<file path="src/rtl/axi_burst_rd_master.sv">
// AXI4 read initiator: streams a contiguous block of words from an AXI slave, split into INCR bursts.
// Optional macro AXI_4K_SPLIT_EN additionally stops any burst at a 4 KB boundary.
module axi_burst_rd_master #(
    parameter int ADDR_W    = 32,
    parameter int DATA_W    = 32,
    parameter int LEN_W     = 16,
    parameter int MAX_BURST = 16
) (
    input  logic              clk,
    input  logic              rst,
    input  logic              start,
    input  logic [ADDR_W-1:0] addr,
    input  logic [LEN_W-1:0]  len,
    output logic              busy,
    output logic              done,
    output logic              error,
    output logic              m_axi_arid,
    output logic [ADDR_W-1:0] m_axi_araddr,
    output logic [7:0]        m_axi_arlen,
    output logic [2:0]        m_axi_arsize,
    output logic [1:0]        m_axi_arburst,
    output logic              m_axi_arlock,
    output logic [3:0]        m_axi_arcache,
    output logic [2:0]        m_axi_arprot,
    output logic [3:0]        m_axi_arqos,
    output logic              m_axi_arvalid,
    input  logic              m_axi_arready,
    input  logic              m_axi_rid,
    input  logic [DATA_W-1:0] m_axi_rdata,
    input  logic [1:0]        m_axi_rresp,
    input  logic              m_axi_rlast,
    input  logic              m_axi_rvalid,
    output logic              m_axi_rready,
    output logic [DATA_W-1:0] out_data,
    output logic              out_valid,
    input  logic              out_ready
);
    localparam int SIZE = $clog2(DATA_W / 8);

    typedef enum logic [1:0] {S_IDLE, S_ADDR, S_DATA, S_DONE} state_t;

    state_t            state_q, state_d;
    logic [ADDR_W-1:0] cur_addr_q, cur_addr_d;
    logic [ADDR_W-1:0] araddr_q, araddr_d;
    logic [LEN_W-1:0]  remaining_q, remaining_d;
    logic [8:0]        beat_cnt_q, beat_cnt_d;
    logic [8:0]        burst_beats_q, burst_beats_d;
    logic [7:0]        arlen_q, arlen_d;
    logic              error_q, error_d;
    logic              load_ar;
    logic [12:0]       room_d;
    logic [8:0]        beats_next;
    logic              r_hs;
    logic              unused_rid;

    // Beats in the next burst: limited by words left, MAX_BURST and the room allowance.
    function automatic logic [8:0] burst_len(input logic [LEN_W-1:0] rem, input logic [12:0] room);
        logic [8:0] b;
        if (rem < LEN_W'(MAX_BURST)) b = 9'(rem);
        else                         b = 9'(MAX_BURST);
        if ({4'd0, b} > room) b = 9'(room);
        return b;
    endfunction

    assign unused_rid = m_axi_rid;
    assign r_hs       = m_axi_rvalid & m_axi_rready;

    always_comb begin
        state_d       = state_q;
        cur_addr_d    = cur_addr_q;
        remaining_d   = remaining_q;
        beat_cnt_d    = beat_cnt_q;
        burst_beats_d = burst_beats_q;
        araddr_d      = araddr_q;
        arlen_d       = arlen_q;
        error_d       = error_q;
        load_ar       = 1'b0;
        room_d        = 13'h1FFF;
        beats_next    = 9'd0;
        case (state_q)
            S_IDLE: begin
                if (start) begin
                    error_d = 1'b0;
                    if (len != '0) begin
                        cur_addr_d  = addr;
                        remaining_d = len;
                        load_ar     = 1'b1;
                        state_d     = S_ADDR;
                    end else begin
                        state_d = S_DONE;
                    end
                end
            end
            S_ADDR: begin
                if (m_axi_arready) begin
                    beat_cnt_d = burst_beats_q;
                    state_d    = S_DATA;
                end
            end
            S_DATA: begin
                if (r_hs) begin
                    beat_cnt_d  = beat_cnt_q - 9'd1;
                    remaining_d = remaining_q - 1'b1;
                    if (m_axi_rresp != 2'b00) error_d = 1'b1;
                    if (m_axi_rlast != (beat_cnt_q == 9'd1)) error_d = 1'b1;
                    // The local counter, not rlast, decides where the burst ends.
                    if (beat_cnt_q == 9'd1) begin
                        cur_addr_d = cur_addr_q + (ADDR_W'(burst_beats_q) << SIZE);
                        if (remaining_d != '0) begin
                            load_ar = 1'b1;
                            state_d = S_ADDR;
                        end else begin
                            state_d = S_DONE;
                        end
                    end
                end
            end
            S_DONE:  state_d = S_IDLE;
            default: state_d = S_IDLE;
        endcase
        if (load_ar) begin
`ifdef AXI_4K_SPLIT_EN
            room_d = (13'd4096 - {1'b0, cur_addr_d[11:0]}) >> SIZE;
`endif
            beats_next    = burst_len(remaining_d, room_d);
            burst_beats_d = beats_next;
            araddr_d      = cur_addr_d;
            arlen_d       = 8'(beats_next - 9'd1);
        end
    end

    always_ff @(posedge clk) begin
        if (!rst) begin
            state_q  <= S_IDLE;
            error_q  <= 1'b0;
            araddr_q <= '0;
            arlen_q  <= '0;
        end else begin
            state_q  <= state_d;
            error_q  <= error_d;
            araddr_q <= araddr_d;
            arlen_q  <= arlen_d;
        end
    end

    always_ff @(posedge clk) begin
        cur_addr_q    <= cur_addr_d;
        remaining_q   <= remaining_d;
        beat_cnt_q    <= beat_cnt_d;
        burst_beats_q <= burst_beats_d;
    end

    assign busy          = (state_q == S_ADDR) || (state_q == S_DATA);
    assign done          = (state_q == S_DONE);
    assign error         = error_q;
    assign m_axi_arid    = 1'b0;
    assign m_axi_araddr  = araddr_q;
    assign m_axi_arlen   = arlen_q;
    assign m_axi_arsize  = 3'(SIZE);
    assign m_axi_arburst = 2'b01;
    assign m_axi_arlock  = 1'b0;
    assign m_axi_arcache = 4'b0011;
    assign m_axi_arprot  = 3'b000;
    assign m_axi_arqos   = 4'b0000;
    assign m_axi_arvalid = (state_q == S_ADDR);
    // Zero-latency pass-through: the sink's ready is the slave's ready.
    assign m_axi_rready  = (state_q == S_DATA) & out_ready;
    assign out_valid     = (state_q == S_DATA) & m_axi_rvalid;
    assign out_data      = (state_q == S_DATA) ? m_axi_rdata : '0;
endmodule

</file>
<file path="config.mk">
export PLATFORM = sky130hd
export DESIGN_NAME = axi_burst_rd_master
export DESIGN_NICKNAME = d
export VERILOG_FILES = /design/src/rtl/axi_burst_rd_master.sv
export SDC_FILE = /design/constraint.sdc
export NUM_CORES = 1
export LEC_CHECK = 0
export ABC_AREA = 1
export CAP_MARGIN = 15
export CORE_ASPECT_RATIO = 0.6
export CORE_UTILIZATION = 49
export CTS_CLUSTER_DIAMETER = 200
export DETAILED_ROUTE_END_ITERATION = 16
export MAX_ROUTING_LAYER = met4
export PLACE_DENSITY = 0.8
export SYNTH_ARGS = -nofsm -noshare
export SYNTH_HDL_FRONTEND = slang
export SYNTH_SLANG_ARGS = --single-unit
export TNS_END_PERCENT = 10
</file>
<file path="constraint.sdc">
create_clock -name clk -period 3.5 [get_ports clk]
set_input_delay 0.875 -clock clk [delete_from_list [all_inputs] [get_ports clk]]
set_output_delay 0.875 -clock clk [all_outputs]
set_load 0.01 [all_outputs]
</file>
Yosys cells after proc, flatten, opt, wreduce, memory -nomap -nowiden

Index checks and enable logic that the tools add are counted.

Reduce and logical (&&, ||, !) cells: 10
Bitwise gates (word level): 3
Multiply operators: 0
Mux-type cells: 33
Shifts and indexed selects: 0
Add/sub/neg operators: 4
Eq/ne operators: 10
Order comparisons: 1
Div/mod/pow operators: 0

Operator list:

| kind                                                        | count |
|---|---|
| 2-to-1 mux 32 bit                                           | 5 |
| case mux 32 bit (2 select lines)                            | 1 |
| 2-to-1 mux 16 bit                                           | 3 |
| 2-to-1 mux 9 bit                                            | 4 |
| adder 32 x 11 -> 32 bit                                     | 1 |
| case mux 16 bit (2 select lines)                            | 1 |
| nonzero test 16 bit                                         | 2 |
| case mux 9 bit (2 select lines)                             | 1 |
| less-than comparator 16 x 5 -> 1 bit, second input constant | 1 |
| subtractor 16 x 1 -> 16 bit, second input constant          | 1 |
| 2-to-1 mux 2 bit                                            | 6 |
| equality test 9 x 1 -> 1 bit, second input constant         | 1 |
| 2-to-1 mux 1 bit                                            | 9 |
| subtractor 9 x 1 -> 9 bit, second input constant            | 1 |
| case mux 2 bit (4 select lines)                             | 1 |
| AND reduction 4 bit                                         | 2 |
| subtractor 8 x 1 -> 8 bit, second input constant            | 1 |
| inequality test 2 bit, second input constant                | 3 |
| nonzero test 2 bit                                          | 3 |
| equality test 2 bit, second input constant                  | 2 |
| case mux 1 bit (2 select lines)                             | 2 |
| bitwise AND 1 bit                                           | 3 |
| inequality test 3 bit, second input constant                | 1 |
| AND reduction 3 bit                                         | 1 |
| other kinds (5)                                             | 5 |

Latch bits: 0
Word-level logic and storage cells: 69
Output and inout bits: 96
Register bits after elaboration: 109
RAM bits: 0
Memories: 0
Bits in read-only memories: 0
Bits of input ports: 90

Depth between registers and ports, before layout

Gate-level depths: netlist (run 1).

Word-level depth: 9
Depth in mapped cells: 20
Depth with buffers taken out: 20

Least setup slack after synthesis (run 1)

No wires, ideal clock.

Path type: input-to-reg
Start: input port len[4]
End: register arlen_q[4], in the netlist m_axi_arlen[4]
Setup slack: 0.798 ns
Path buffers: 1
Arrival: 2.593 ns
Setup time: 0.109 ns
Cell stages on the path: 18
Required time: 3.391 ns
Cell sequence: nor2_1 -> nand2_1 -> nor2_2 -> nand2_2 -> buf_6 -> nand4_1 -> nand2_1 -> nor2_1 -> nand2_1 -> nor2_2 -> nand2_2 -> nor2_8 -> nand2_1 -> ha_1 -> nand4_1 -> o211ai_1 -> nand2_1 -> inv_1

Cells in the longest elaborated chain, start to end: 8

RTL lines:

| element                              | line | text |
|---|---|---|
| start: declaration                   | 13   | `input logic [LEN_W-1:0] len,` |
| nonzero test 16 bit                  | 84   | `if (len != '0) begin` |
| 2-to-1 mux 16 bit                    | 84   |  |
| 2-to-1 mux 16 bit                    | 82   | `if (start) begin` |
| case mux 16 bit (2 select lines)     | 80   | `case (state_q)` |
| less-than comparator 16 x 5 -> 1 bit | 59   | `if (rem < LEN_W'(MAX_BURST)) b = 9'(rem);` |
| 2-to-1 mux 9 bit                     | 59   |  |
| 2-to-1 mux 9 bit                     | 121  | `if (load_ar) begin` |
| subtractor 8 x 1 -> 8 bit            | 128  | `arlen_d = 8'(beats_next - 9'd1);` |
| end signal: assignment               | 142  | `arlen_q <= arlen_d;` |
| end: declaration                     | 48   | `logic [7:0] arlen_q, arlen_d;` |

Parallel ways exist; a longest one is shown, timed or not. The select of a mux whose other input is x is not followed.
A chain may end at the register's enable or synchronous reset.

Final worst setup path (run 1)

Ends and elaborated chain as after synthesis.

==> summary.md, run 1 <==
| Metric | Value |
|---|---|
| Total grt overflow | `0` |
| Final Setup Violations | `0` |
| CP peak stage delay | `0.54 ns` |
| Layout cell share with drive strength beyond 1 | `0.0748` |
| Pint | `just under 4 mW` |
| Post-cts gate resize count | `0` |
| CP Capture Type | `register` |
| Final Max Slew Viols | `0` |
| Leading post-synthesis cells by cell area | `dfxtp_1 28%, nand2_1 13%, edfxtp_1 8.3%` |
| Slowest cell on crit path | `clkdlybuf4s50_1` |
| Cell area after synthesis | `about 0.0065 mm2` |
| Period utilization | `0.902` |
| Fin. Hold Viols | `0` |
| Setup bufs post-CTS | `0` |
| Largest net degree at the start of global routing | `43` |
| Vias | `6664` |
| H-tree lvl count | `3` |
| Area leader, netlist | `dfxtp_1` |
| Outcome | `finished, final reports clean` |
| Via density | `between 5 and 6` |
| Register share of total power | `0.326` |
| Clk pwr share | `0.151` |
| Die Footprint | `0.0138 mm2` |
| Total of max-cap violations | `0` |
| FP Rows | `32` |
| WP data required | `~3.8 ns` |
| Leakage | `4.00 nW` |
| DRT Pass-1 Iters | `5` |
| WHS Path Cells | `2` |
| Commonest non-fill, non-tap cells in the layout | `228 x nand2_1, 166 x clkdlybuf4s50_1, 129 x nor2_1` |
| Yosys reg bits | `around 110` |
| Crit-path most repeated cell | `nand2_1` |
| Vias in the first global route | `6119` |
| Number of buffers created by CTS | `9` |
| Top Family by Delay on Critical Path | `simple AND/OR/NAND/NOR gates` |
| Initial core utilization | `0.504` |
| R2R cell count | `17` |
| Share of flip-flops with an asynchronous set or reset | `0` |
| Antenna Violating Nets Remaining | `0` |
| Antenna diodes | `0` |
| Core area | `about 0.013 mm2` |
| Wire per inst | `roughly 15 um` |
| Clock slew at reported path FFs | `approximately 0.07 ns` |
| Clk_lat worst skew | `~0.36 ns` |
| Fraction of synthesized cell area taken by the top area cell type | `0.279` |
| Switch Pwr | `roughly 3.3 mW` |
| Worst Hold Class | `register to register` |
| Setup Crit Path Kind | `input port to register` |
| Pwr/cell area | `about 830 mW/mm2` |
| # DRC | `0` |
| Chip width | `between 150 and 200 um` |
| Warnings from Yosys | `0` |
| Post-synthesis cell type count | `51` |
| CTS tree | `built` |
| Setup Skew | `0.00915 ns` |
| Post-synth top flop | `dfxtp_1` |
| Post-Syn Instances | `~950` |
| Worst-path maximum fanout | `12` |
| Crit path launch type | `input port` |
| Setup TNS Final | `0 ns` |
| Clock sink count | `109` |
| Port Buf Inserts | `~170` |
| Gr usage total | `0.302` |
| Unrepaired setup endpoints after global routing | `false` |
| Peak supply drop | `0.000405 V` |
| Period minus WS final | `about 3.2 ns` |
| Die height | `between 90 and 100 um` |
| Hold-fix buffers, CTS | `0` |
| CTS root buf | `clkbuf_16` |
| Sw Share | `0.452` |
| Layout Nets | `between 1000 and 1500` |
| Most common cell after layout, fill and taps aside | `nand2_1` |
| Bufs and invs on worst path | `3` |
| WP data arrival | `~3.4 ns` |
| Layout Utilization | `0.669` |
| Gate power share | `0.523` |
| Cell count along the critical path | `20` |
| CTS max path bufs | `2` |
| Gp weighted congestion | `slightly below 1` |
| Worst-margin pin slew | `roughly 0.74 ns` |
| First-pass GRT wire length | `about 31000 um` |
| Area delta synth->final | `32.6%` |
| I/O pins | `186` |
| Worst-path cell chain | `clkdlybuf4s50_1 -> nor2_1 -> nand2_1 -> nor2_2 -> nand2_2 -> nand2_4 -> buf_4 -> nand3_1 -> nand2_1 -> nor2_1 -> nand2_1 -> nor2_2 -> nand2_2 -> nor2_8 -> nand2_1 -> ha_1 -> nand4_1 -> o211ai_1 -> nand2_1 -> inv_1` |
| Worst slew margin | `0.505` |
| Fmax | `317 MHz` |
| Syn Area/Cell | `between 6 and 7 um2` |
| Total length of routed wires | `slightly below 20000 um` |
| Post-synth EDFFs | `18` |
| Dpl hpwl | `15200 um` |
| DRT iter0 DRCs | `approximately 750` |
| Antenna violations before repair | `0` |
| Post-synthesis sequential area ratio | `0.362` |
## path summary, 6_finish.rpt
kind / start / to / slack, ns
worst max register to register: state_q[0]$_SDFFE_PN0P_ / m_axi_arlen[4]$_SDFFE_PN0P_ / 0.52
worst max-delay path: len[4] / m_axi_arlen[4]$_SDFFE_PN0P_ / 0.34
worst min-delay path: m_axi_araddr[2]$_SDFFE_PN0P_ / m_axi_araddr[2]$_SDFFE_PN0P_ / 0.47
worst min register to register: m_axi_araddr[2]$_SDFFE_PN0P_ / m_axi_araddr[2]$_SDFFE_PN0P_ / 0.47
## metal layers
layer  GRT usage  share of wire  up-vias
met2       0.409           0.39      306
met4      0.0608         0.0088        0
li1            -              -     3376
met3      0.0784           0.11       14
met1       0.443           0.49     2968
met5           -              0        -
## worst register-to-register path: stages, from the launching register on
cell and delay [ns]:
dfxtp_1 0.38, inv_1 0.09, ha_2 0.22, inv_2 0.29, nand2_1 0.14, nand2_2 0.17
nand3_2 0.23, nand2_1 0.12, nand3_1 0.10, nor2_1 0.19, nand3_2 0.15, nor2_8 0.15
nand2_1 0.08, ha_1 0.25, nand4_1 0.12, o211ai_1 0.10, nand2_1 0.08, inv_1 0.03
## cell type report
cell class              count  area (um2)
inverters                 130         492
flip-flops and latches    109        2360
clock buffers              10         250
repair buffers            184        1810
multi-input cells         684        3450
clock inverters             6        66.3
well taps                 170         213
fillers                  1146        4280
## synth_stat cells (4+ instances only)
library cell and number:
xor2_1 10, buf_4 22, nor2_2 10, edfxtp_1 18
a22oi_1 21, nor4_1 4, nand4_1 21, nand2_2 8
xnor2_1 8, inv_1 119, a31oi_1 5, o21ai_1 5
nand3_1 54, clkbuf_1 14, nand3_2 5, nand2_1 228
inv_2 7, buf_2 4, a21oi_1 27, dfxtp_1 91
nor3_1 6, o21ai_0 59, ha_1 18, or2_2 7
o211ai_1 9, nor2_1 129
## state kept, by name, indices dropped and copies added, names as in the netlist
signal,flops
error,1
m_axi_arlen,8
cur_addr_q,32
m_axi_araddr,32
burst_beats_q,9
beat_cnt_q,9
state_q,2
remaining_q,16
## power by group through the flow
stage | registers [mW] | logic, mW | clock network, mW
finish | 2.34 | 3.76 | 1.09
global placement | 2.33 | 3.61 | 0
floorplan | 2.28 | 2.36 | 0
CTS | 2.32 | 3.70 | 1.10
detailed placement | 2.33 | 3.68 | 0
global route | 2.41 | 4.17 | 1.14
## per-stage QoR
stage / instance area, um2 / setup WS, ns / hold WS, ns / std cells / total power [mW]
floorplan: 6600 / 0.798 / 0.459 / 971 / 4.64
detailed placement: 8330 / -0.0381 / 0.463 / 1277 / 6.01
finish: 8650 / 0.344 / 0.471 / 1293 / 7.19
global placement: 8330 / -0.0300 / 0.451 / 1277 / 5.94
global route: 8650 / 0.0139 / 0.492 / 1293 / 7.72
CTS: 8650 / 0.324 / 0.472 / 1293 / 7.12
## cell families (layout without fill, tap and decap cells)
kind of cell / after synthesis / after routing / share of synthesized area
buffers and inverters: 178 / 330 / 0.120
adders and majority gates: 19 / 19 / 0.0376
xor gates and xnor gates: 18 / 18 / 0.0242
other: 2 / 22 / 0.00115
AOI/OAI and AO/OA: 143 / 143 / 0.132
DFF: 109 / 109 / 0.362
and+or+nand+nor: 482 / 482 / 0.323
Power figures use the tool's default switching activity.
==> run 2, diff against run 1 <==
--- a/config.mk
+++ b/config.mk
@@ -8,9 +8,11 @@
 export ABC_AREA = 1
 export CAP_MARGIN = 15
 export CORE_ASPECT_RATIO = 0.6
+export CORE_MARGIN = 2
 export CORE_UTILIZATION = 49
 export CTS_CLUSTER_DIAMETER = 200
 export DETAILED_ROUTE_END_ITERATION = 16
+export HOLD_SLACK_MARGIN = 0.12
 export MAX_ROUTING_LAYER = met4
 export PLACE_DENSITY = 0.8
 export SYNTH_ARGS = -nofsm -noshare
==> summary.md, run 2 (synthesized netlist as in run 1, its figures left out) <==
| Metric | Value |
|---|---|
| Largest net degree at the start of global routing | `63 (+47%)` |
| Setup Crit Path Kind | `register to primary output` |
| Total length of routed wires | `20200 um (+2.1%)` |
| Leakage | `3.99 nW (about the same)` |
| Clock slew at reported path FFs | `0.08 ns (about the same)` |
| Clk_lat worst skew | `0.36 ns (about the same)` |
| Peak supply drop | `0.000423 V (+4.4%)` |
| CTS root buf | `clkbuf_16` |
| Die height | `93.4 um (+2.2%)` |
| Most common cell after layout, fill and taps aside | `nand2_1` |
| Number of buffers created by CTS | `9 (unchanged)` |
| Pwr/cell area | `825 mW/mm2 (-0.73%)` |
| Area delta synth->final | `32.3%` |
| Layout cell share with drive strength beyond 1 | `0.0773 (+0.00247)` |
| Commonest non-fill, non-tap cells in the layout | `228 x nand2_1, 166 x clkdlybuf4s50_1, 129 x nor2_1` |
| FP Rows | `32 (unchanged)` |
| Clock sink count | `109 (unchanged)` |
| Internal reg-to-reg setup slack | `0.51 ns (about the same)` |
| Register Area | `0.00236 mm2 (unchanged)` |
| Gp weighted congestion | `0.979 (+1.7%)` |
| Final cell count without fillers | `1296 (+0.23%)` |
| Outcome | `finished, final reports clean` |
| Vias in the first global route | `6150 (+0.51%)` |
| Antenna violations before repair | `0 (unchanged)` |
| WHS Path Cells | `2 (unchanged)` |
| CP Capture Type | `primary output` |
| Min-Delay Endpoint | `m_axi_araddr[2]$_SDFFE_PN0P_` |
| Final Max Slew Viols | `0 (unchanged)` |
| Worst-path maximum fanout | `62 (+50)` |
| Initial core utilization | `0.504 (unchanged)` |
| Unrepaired setup endpoints after global routing | `false` |
| Chip width | `153 um (+1.3%)` |
| WP data arrival | `2.43 ns (-0.99 ns)` |
| RR Startpoint | `state_q[0]$_SDFFE_PN0P_` |
| Final Setup Violations | `0 (unchanged)` |
| Layout Utilization | `0.667 (-0.00155)` |
| Worst slew margin | `0.472 (-0.0331)` |
| CTS max path bufs | `2 (unchanged)` |
| R2R cell count | `18 (+1)` |
| Multi-input gate area | `0.00345 mm2 (unchanged)` |
| H-tree lvl count | `3 (unchanged)` |
| Vias | `6833 (+2.5%)` |
| Setup bufs post-CTS | `0 (unchanged)` |
| DRT Pass-1 Iters | `5 (unchanged)` |
| Placed cells | `1280 (+0.23%)` |
| Gr usage total | `0.290 (-0.0115)` |
| Dpl hpwl | `15700 um (+3.3%)` |
| Setup Skew | `0.00777 ns (-0.00138 ns)` |
| Period utilization | `0.945 (+0.0432)` |
| # DRC | `0 (unchanged)` |
| Fmax | `302 MHz (-4.6%)` |
| Port Buf Inserts | `166 (unchanged)` |
| Wire per inst | `15.6 um (+1.8%)` |
| Fill cell count | `1104 (-3.7%)` |
| Via density | `5.27 (+2.3%)` |
| Layout Nets | `1230 (+0.24%)` |
| Worst Hold Class | `register to register` |
| Die Footprint | `0.0143 mm2 (+3.5%)` |
| Antenna Violating Nets Remaining | `0 (unchanged)` |
| Fin. Hold Viols | `0 (unchanged)` |
| DRT iter0 DRCs | `727 (-3.3%)` |
| Crit Reg-Reg Endpoint | `m_axi_arlen[4]$_SDFFE_PN0P_` |
| Total grt overflow | `0 (unchanged)` |
| Worst-margin pin slew | `0.792 ns (+0.0497 ns)` |
| I/O pins | `186 (unchanged)` |
| Hold Path Origin | `m_axi_araddr[2]$_SDFFE_PN0P_` |
| CTS tree | `built` |
| Crit path launch type | `register` |
| WP data required | `2.62 ns (-1.14 ns)` |
| Antenna diodes | `0 (unchanged)` |
| Total of max-cap violations | `0 (unchanged)` |
| First-pass GRT wire length | `32000 um (+2.4%)` |
| Period minus WS final | `3.31 ns (+0.151 ns)` |
| Core area | `0.0129 mm2 (unchanged)` |
[run 2: through the flow]
stage          setup TNS (ns)  hold slack [ns]  cell area [um2]  power [mW]  worst slack [ns]
6_report                    0            0.468             8630        7.12             0.193
3_5_place_dp            -2.89            0.456             8340        6.03            -0.170
5_1_grt                     0            0.485             8630        7.67            0.0236
2_1_floorplan               0            0.459             6600        4.64             0.798
3_3_place_gp            -1.36            0.450             8340        5.96           -0.0972
4_1_cts                     0            0.475             8630        7.06             0.172
[run 2: how the worst max path moves through the flow]
| stage | from | end | slack, ns | depth (start not counted) |
|---|---|---|---|---|
| after floorplan | len[4] | m_axi_arlen[4]$_SDFFE_PN0P_ | 0.80 | 18 |
| after global placement | len[0] | burst_beats_q[6]$_DFFE_PP_ | -0.1 | 12 |
| after detailed placement | len[0] | m_axi_arlen[7]$_SDFFE_PN0P_ | -0.17 | 15 |
| after CTS | state_q[0]$_SDFFE_PN0P_ | out_data[28] | 0.17 | 6 |
| after global routing | len[0] | m_axi_arlen[4]$_SDFFE_PN0P_ | 0.02 | 21 |
| final | state_q[1]$_SDFFE_PN0P_ | out_data[28] | 0.19 | 5 |
[run 2: where the power goes]
group / switching [mW] / total, mW / internal (mW)
registers: 0.497 / 2.34 / 1.84
logic: 2.28 / 3.77 / 1.49
clock network: 0.515 / 1.02 / 0.501
[run 2: layer usage]
metal,vias up,part of all wire,track usage
li1,3379,-,-
met1,3119,0.50,0.440
met2,322,0.40,0.402
met3,13,0.092,0.0551
met4,0,0.0063,0.0525
met5,-,0,-
[run 2: layout make-up]
cell class,count,share of cell area
multi-input combinational,684,0.400
inverter,130,0.0570
timing repair buffer,187,0.211
tap,170,0.0246
sequential,109,0.274
clock buffer,9,0.0261
clock inverter,7,0.00710
[run 2: critical path: stages, from the launching register on]
cell	delay (ns)
dfxtp_1	0.41
ha_2	0.26
buf_4	0.54
nand2_1	0.22
inv_1	0.10
clkdlybuf4s50_1	0.53
[run 2: what timing repair did]
action / in CTS / in global routing
hold buffers: 0 / 0
setup endpoints to repair: 0 / 2
hold endpoints to repair: 0 / 0
gates resized for setup: 0 / 1
==> run 3, diff against run 2 <==
--- a/config.mk
+++ b/config.mk
@@ -5,16 +5,15 @@
 export SDC_FILE = /design/constraint.sdc
 export NUM_CORES = 1
 export LEC_CHECK = 0
-export ABC_AREA = 1
 export CAP_MARGIN = 15
 export CORE_ASPECT_RATIO = 0.6
-export CORE_MARGIN = 2
-export CORE_UTILIZATION = 49
+export CORE_MARGIN = 8
+export CORE_UTILIZATION = 48
 export CTS_CLUSTER_DIAMETER = 200
 export DETAILED_ROUTE_END_ITERATION = 16
 export HOLD_SLACK_MARGIN = 0.12
 export MAX_ROUTING_LAYER = met4
-export PLACE_DENSITY = 0.8
+export PLACE_DENSITY = 0.79
 export SYNTH_ARGS = -nofsm -noshare
 export SYNTH_HDL_FRONTEND = slang
 export SYNTH_SLANG_ARGS = --single-unit
==> summary.md, run 3 <==
| Metric | Value |
|---|---|
| Vias in the first global route | `6336 (+3.0%)` |
| WP data required | `3.76 ns (+1.14 ns)` |
| First-pass GRT wire length | `35200 um (+10%)` |
| FP Rows | `32 (unchanged)` |
| Antenna violations before repair | `0 (unchanged)` |
| Internal reg-to-reg setup slack | `0.03 ns (-0.48 ns)` |
| Share of flip-flops with an asynchronous set or reset | `0 (unchanged)` |
| Post-synthesis cell type count | `69 (+35%)` |
| Via density | `5.77 (+9.5%)` |
| Final Setup Violations | `1 (+1)` |
| Total of max-cap violations | `0 (unchanged)` |
| Worst Hold Class | `register to register` |
| Worst slew margin | `0.222 (-0.250)` |
| Antenna Violating Nets Remaining | `0 (unchanged)` |
| Pwr/cell area | `862 mW/mm2 (+4.5%)` |
| Power Total | `7.84 mW (+10%)` |
| Crit path launch type | `input port` |
| Register share of total power | `0.299 (-0.030)` |
| Cell area after synthesis | `0.00629 mm2 (-3.6%)` |
| CTS tree | `built` |
| Port Buf Inserts | `166 (unchanged)` |
| Gr usage total | `0.265 (-0.0255)` |
| Setup Crit Path Kind | `input port to register` |
| Syn Area/Cell | `8.88 um2 (+29%)` |
| Unrepaired setup endpoints after global routing | `true` |
| Most frequent cell after synthesis | `dfxtp_1` |
| H-tree lvl count | `3 (unchanged)` |
| Design area | `0.00909 mm2 (+5.3%)` |
| Number of buffers created by CTS | `9 (unchanged)` |
| Leakage | `3.81 nW (-4.6%)` |
| I/O pins | `186 (unchanged)` |
| Total length of routed wires | `22700 um (+12%)` |
| Post-Syn Instances | `708 (-26%)` |
| Post-place instance area | `0.00867 mm2 (+3.9%)` |
| Initial core utilization | `0.491 (-0.0138)` |
| Clk_lat worst skew | `0.35 ns (about the same)` |
| Sw Share | `0.430 (-0.0320)` |
| Gp weighted congestion | `0.922 (-5.9%)` |
| Die height | `105 um (+12%)` |
| Largest net degree at the start of global routing | `78 (+24%)` |
| Wire per inst | `20.2 um (+30%)` |
| Area leader, netlist | `dfxtp_1` |
| Period minus WS final | `3.56 ns (+0.256 ns)` |
| Fmax | `281 MHz (-7.2%)` |
| Commonest cells in the netlist | `91 x dfxtp_1, 59 x nand2_1, 39 x nor2_1` |
| Placed cells | `1095 (-14%)` |
| Layout Utilization | `0.709 (+0.0418)` |
| Warnings from Yosys | `0 (unchanged)` |
| Final cell count without fillers | `1120 (-14%)` |
| Worst-margin pin slew | `1.16 ns (+0.371 ns)` |
| Dpl hpwl | `16900 um (+7.6%)` |
| Fraction of synthesized cell area taken by the top area cell type | `0.290 (+0.0106)` |
| Post-synth EDFFs | `18 (unchanged)` |
| Pint | `4.46 mW (+17%)` |
| DRT iter0 DRCs | `754 (+3.7%)` |
| WP data arrival | `3.82 ns (+1.39 ns)` |
| DRT Pass-1 Iters | `6 (+1)` |
| Outcome | `complete, but fails checks` |
| Worst-path maximum fanout | `5 (-92%)` |
| Commonest non-fill, non-tap cells in the layout | `147 x clkdlybuf4s50_1, 91 x dfxtp_1, 91 x buf_4` |
| Chip width | `164 um (+7.0%)` |
| Clk pwr share | `0.127 (-0.016)` |
| Most common cell after layout, fill and taps aside | `clkdlybuf4s50_1` |
| Core area | `0.0128 mm2 (-0.93%)` |
| Clock slew at reported path FFs | `0.08 ns (about the same)` |
| Failing checks | `setup timing` |
| Antenna diodes | `0 (unchanged)` |
| Vias | `6467 (-5.4%)` |
| Switch Pwr | `3.37 mW (+2.4%)` |
| Total grt overflow | `0 (unchanged)` |
| Die Footprint | `0.0171 mm2 (+20%)` |
| Clock sink count | `109 (unchanged)` |
| Final Max Slew Viols | `0 (unchanged)` |
| # DRC | `0 (unchanged)` |
| CP Capture Type | `register` |
| Post-synth top flop | `dfxtp_1` |
| Period utilization | `1.02 (+0.0732)` |
| Layout cell share with drive strength beyond 1 | `0.177 (+0.0996)` |
| CTS root buf | `clkbuf_16` |
| Fin. Hold Viols | `0 (unchanged)` |
| Peak supply drop | `0.000382 V (-9.7%)` |
| Post-synthesis sequential area ratio | `0.376 (+0.0137)` |
| Gate power share | `0.574 (+0.045)` |
| Leading post-synthesis cells by cell area | `dfxtp_1 29%, edfxtp_1 8.6%, and2_1 3.8%` |
| Setup Skew | `0.0105 ns (+0.00276 ns)` |
| Layout Nets | `1054 (-14%)` |
| Final WS setup | `-0.0635 ns (-0.256 ns)` |
| Area delta synth->final | `44.5%` |
| CTS max path bufs | `2 (unchanged)` |
| Yosys reg bits | `109 (unchanged)` |
-- run 3: per-stage QoR --
| stage | setup TNS, ns | setup WS, ns | hold WS [ns] |
|---|---|---|---|
| after detailed placement | -5.67 | -0.878 | 0.448 |
| after global placement | -5.10 | -0.804 | 0.439 |
| final | -0.0635 | -0.0635 | 0.454 |
| after floorplan | -0.242 | -0.201 | 0.443 |
| after CTS | 0 | 0.00422 | 0.458 |
| after global routing | -0.219 | -0.192 | 0.487 |
-- run 3: cell families (layout without fill, tap and decap cells) --
group / after synthesis / count (layout) / share of synthesized area
xor gates and xnor gates: 40 / 40 / 0.0557
DFF: 109 / 109 / 0.376
and+or+nand+nor: 235 / 235 / 0.212
muxes: 19 / 19 / 0.0312
AOI/OAI and AO/OA: 190 / 190 / 0.214
other: 2 / 22 / 0.00119
adders and majority gates: 19 / 19 / 0.0390
buffers and inverters: 94 / 316 / 0.0703
-- run 3: power by group through the flow --
stage | combinational [mW] | sequential, mW | clock, mW
global route | 4.82 | 2.41 | 1.05
CTS | 4.39 | 2.33 | 1.00
global placement | 4.15 | 2.32 | 0
detailed placement | 4.22 | 2.35 | 0
floorplan | 2.36 | 2.29 | 0
finish | 4.50 | 2.35 | 0.994
-- run 3: what timing repair did --
action / 4_1_cts / 5_1_grt
gates resized for setup: 72 / 27
buffers inserted: 5 / 3
cloned: 1 / 0
pin swaps: 15 / 15
setup endpoints to repair: 6 / 3
hold buffers: 0 / 0
-- run 3: path summary, 6_finish.rpt --
check	depth (start not counted)	to	startpoint
worst max register to register	16	m_axi_arlen[6]$_SDFFE_PN0P_	remaining_q[1]$_DFF_P_
worst max-delay path	16	m_axi_arlen[6]$_SDFFE_PN0P_	len[7]
worst min register to register	2	m_axi_araddr[7]$_SDFFE_PN0P_	m_axi_araddr[7]$_SDFFE_PN0P_
worst min-delay path	2	m_axi_araddr[7]$_SDFFE_PN0P_	m_axi_araddr[7]$_SDFFE_PN0P_
-- run 3: routing by layer --
layer  global-route usage  part of all wire
met4               0.0420            0.0068
met2                0.397              0.44
met3               0.0662              0.11
met5                    -                 0
met1                0.359              0.45
-- run 3: worst max-delay path, cell delays in order --
cell and delay (ns):
buf_8 0.10, nor4_4 0.26, buf_4 0.18, a41oi_4 0.18, a221oi_2 0.29, o21ai_1 0.12, or4_4 0.58, nor3_4 0.26
and3_4 0.24, inv_4 0.04, ha_4 0.15, inv_2 0.04, nor2_1 0.03, and3_1 0.14, and3_1 0.16, o21a_1 0.17
-- run 3: final cells by class --
class / count / area (um2)
fill: 991 / 3730
multi-input combinational: 525 / 3690
inverter: 38 / 145
timing repair buffer: 262 / 2400
clock buffer: 11 / 233
clock inverter: 5 / 43.8
sequential: 109 / 2360
tap: 170 / 213
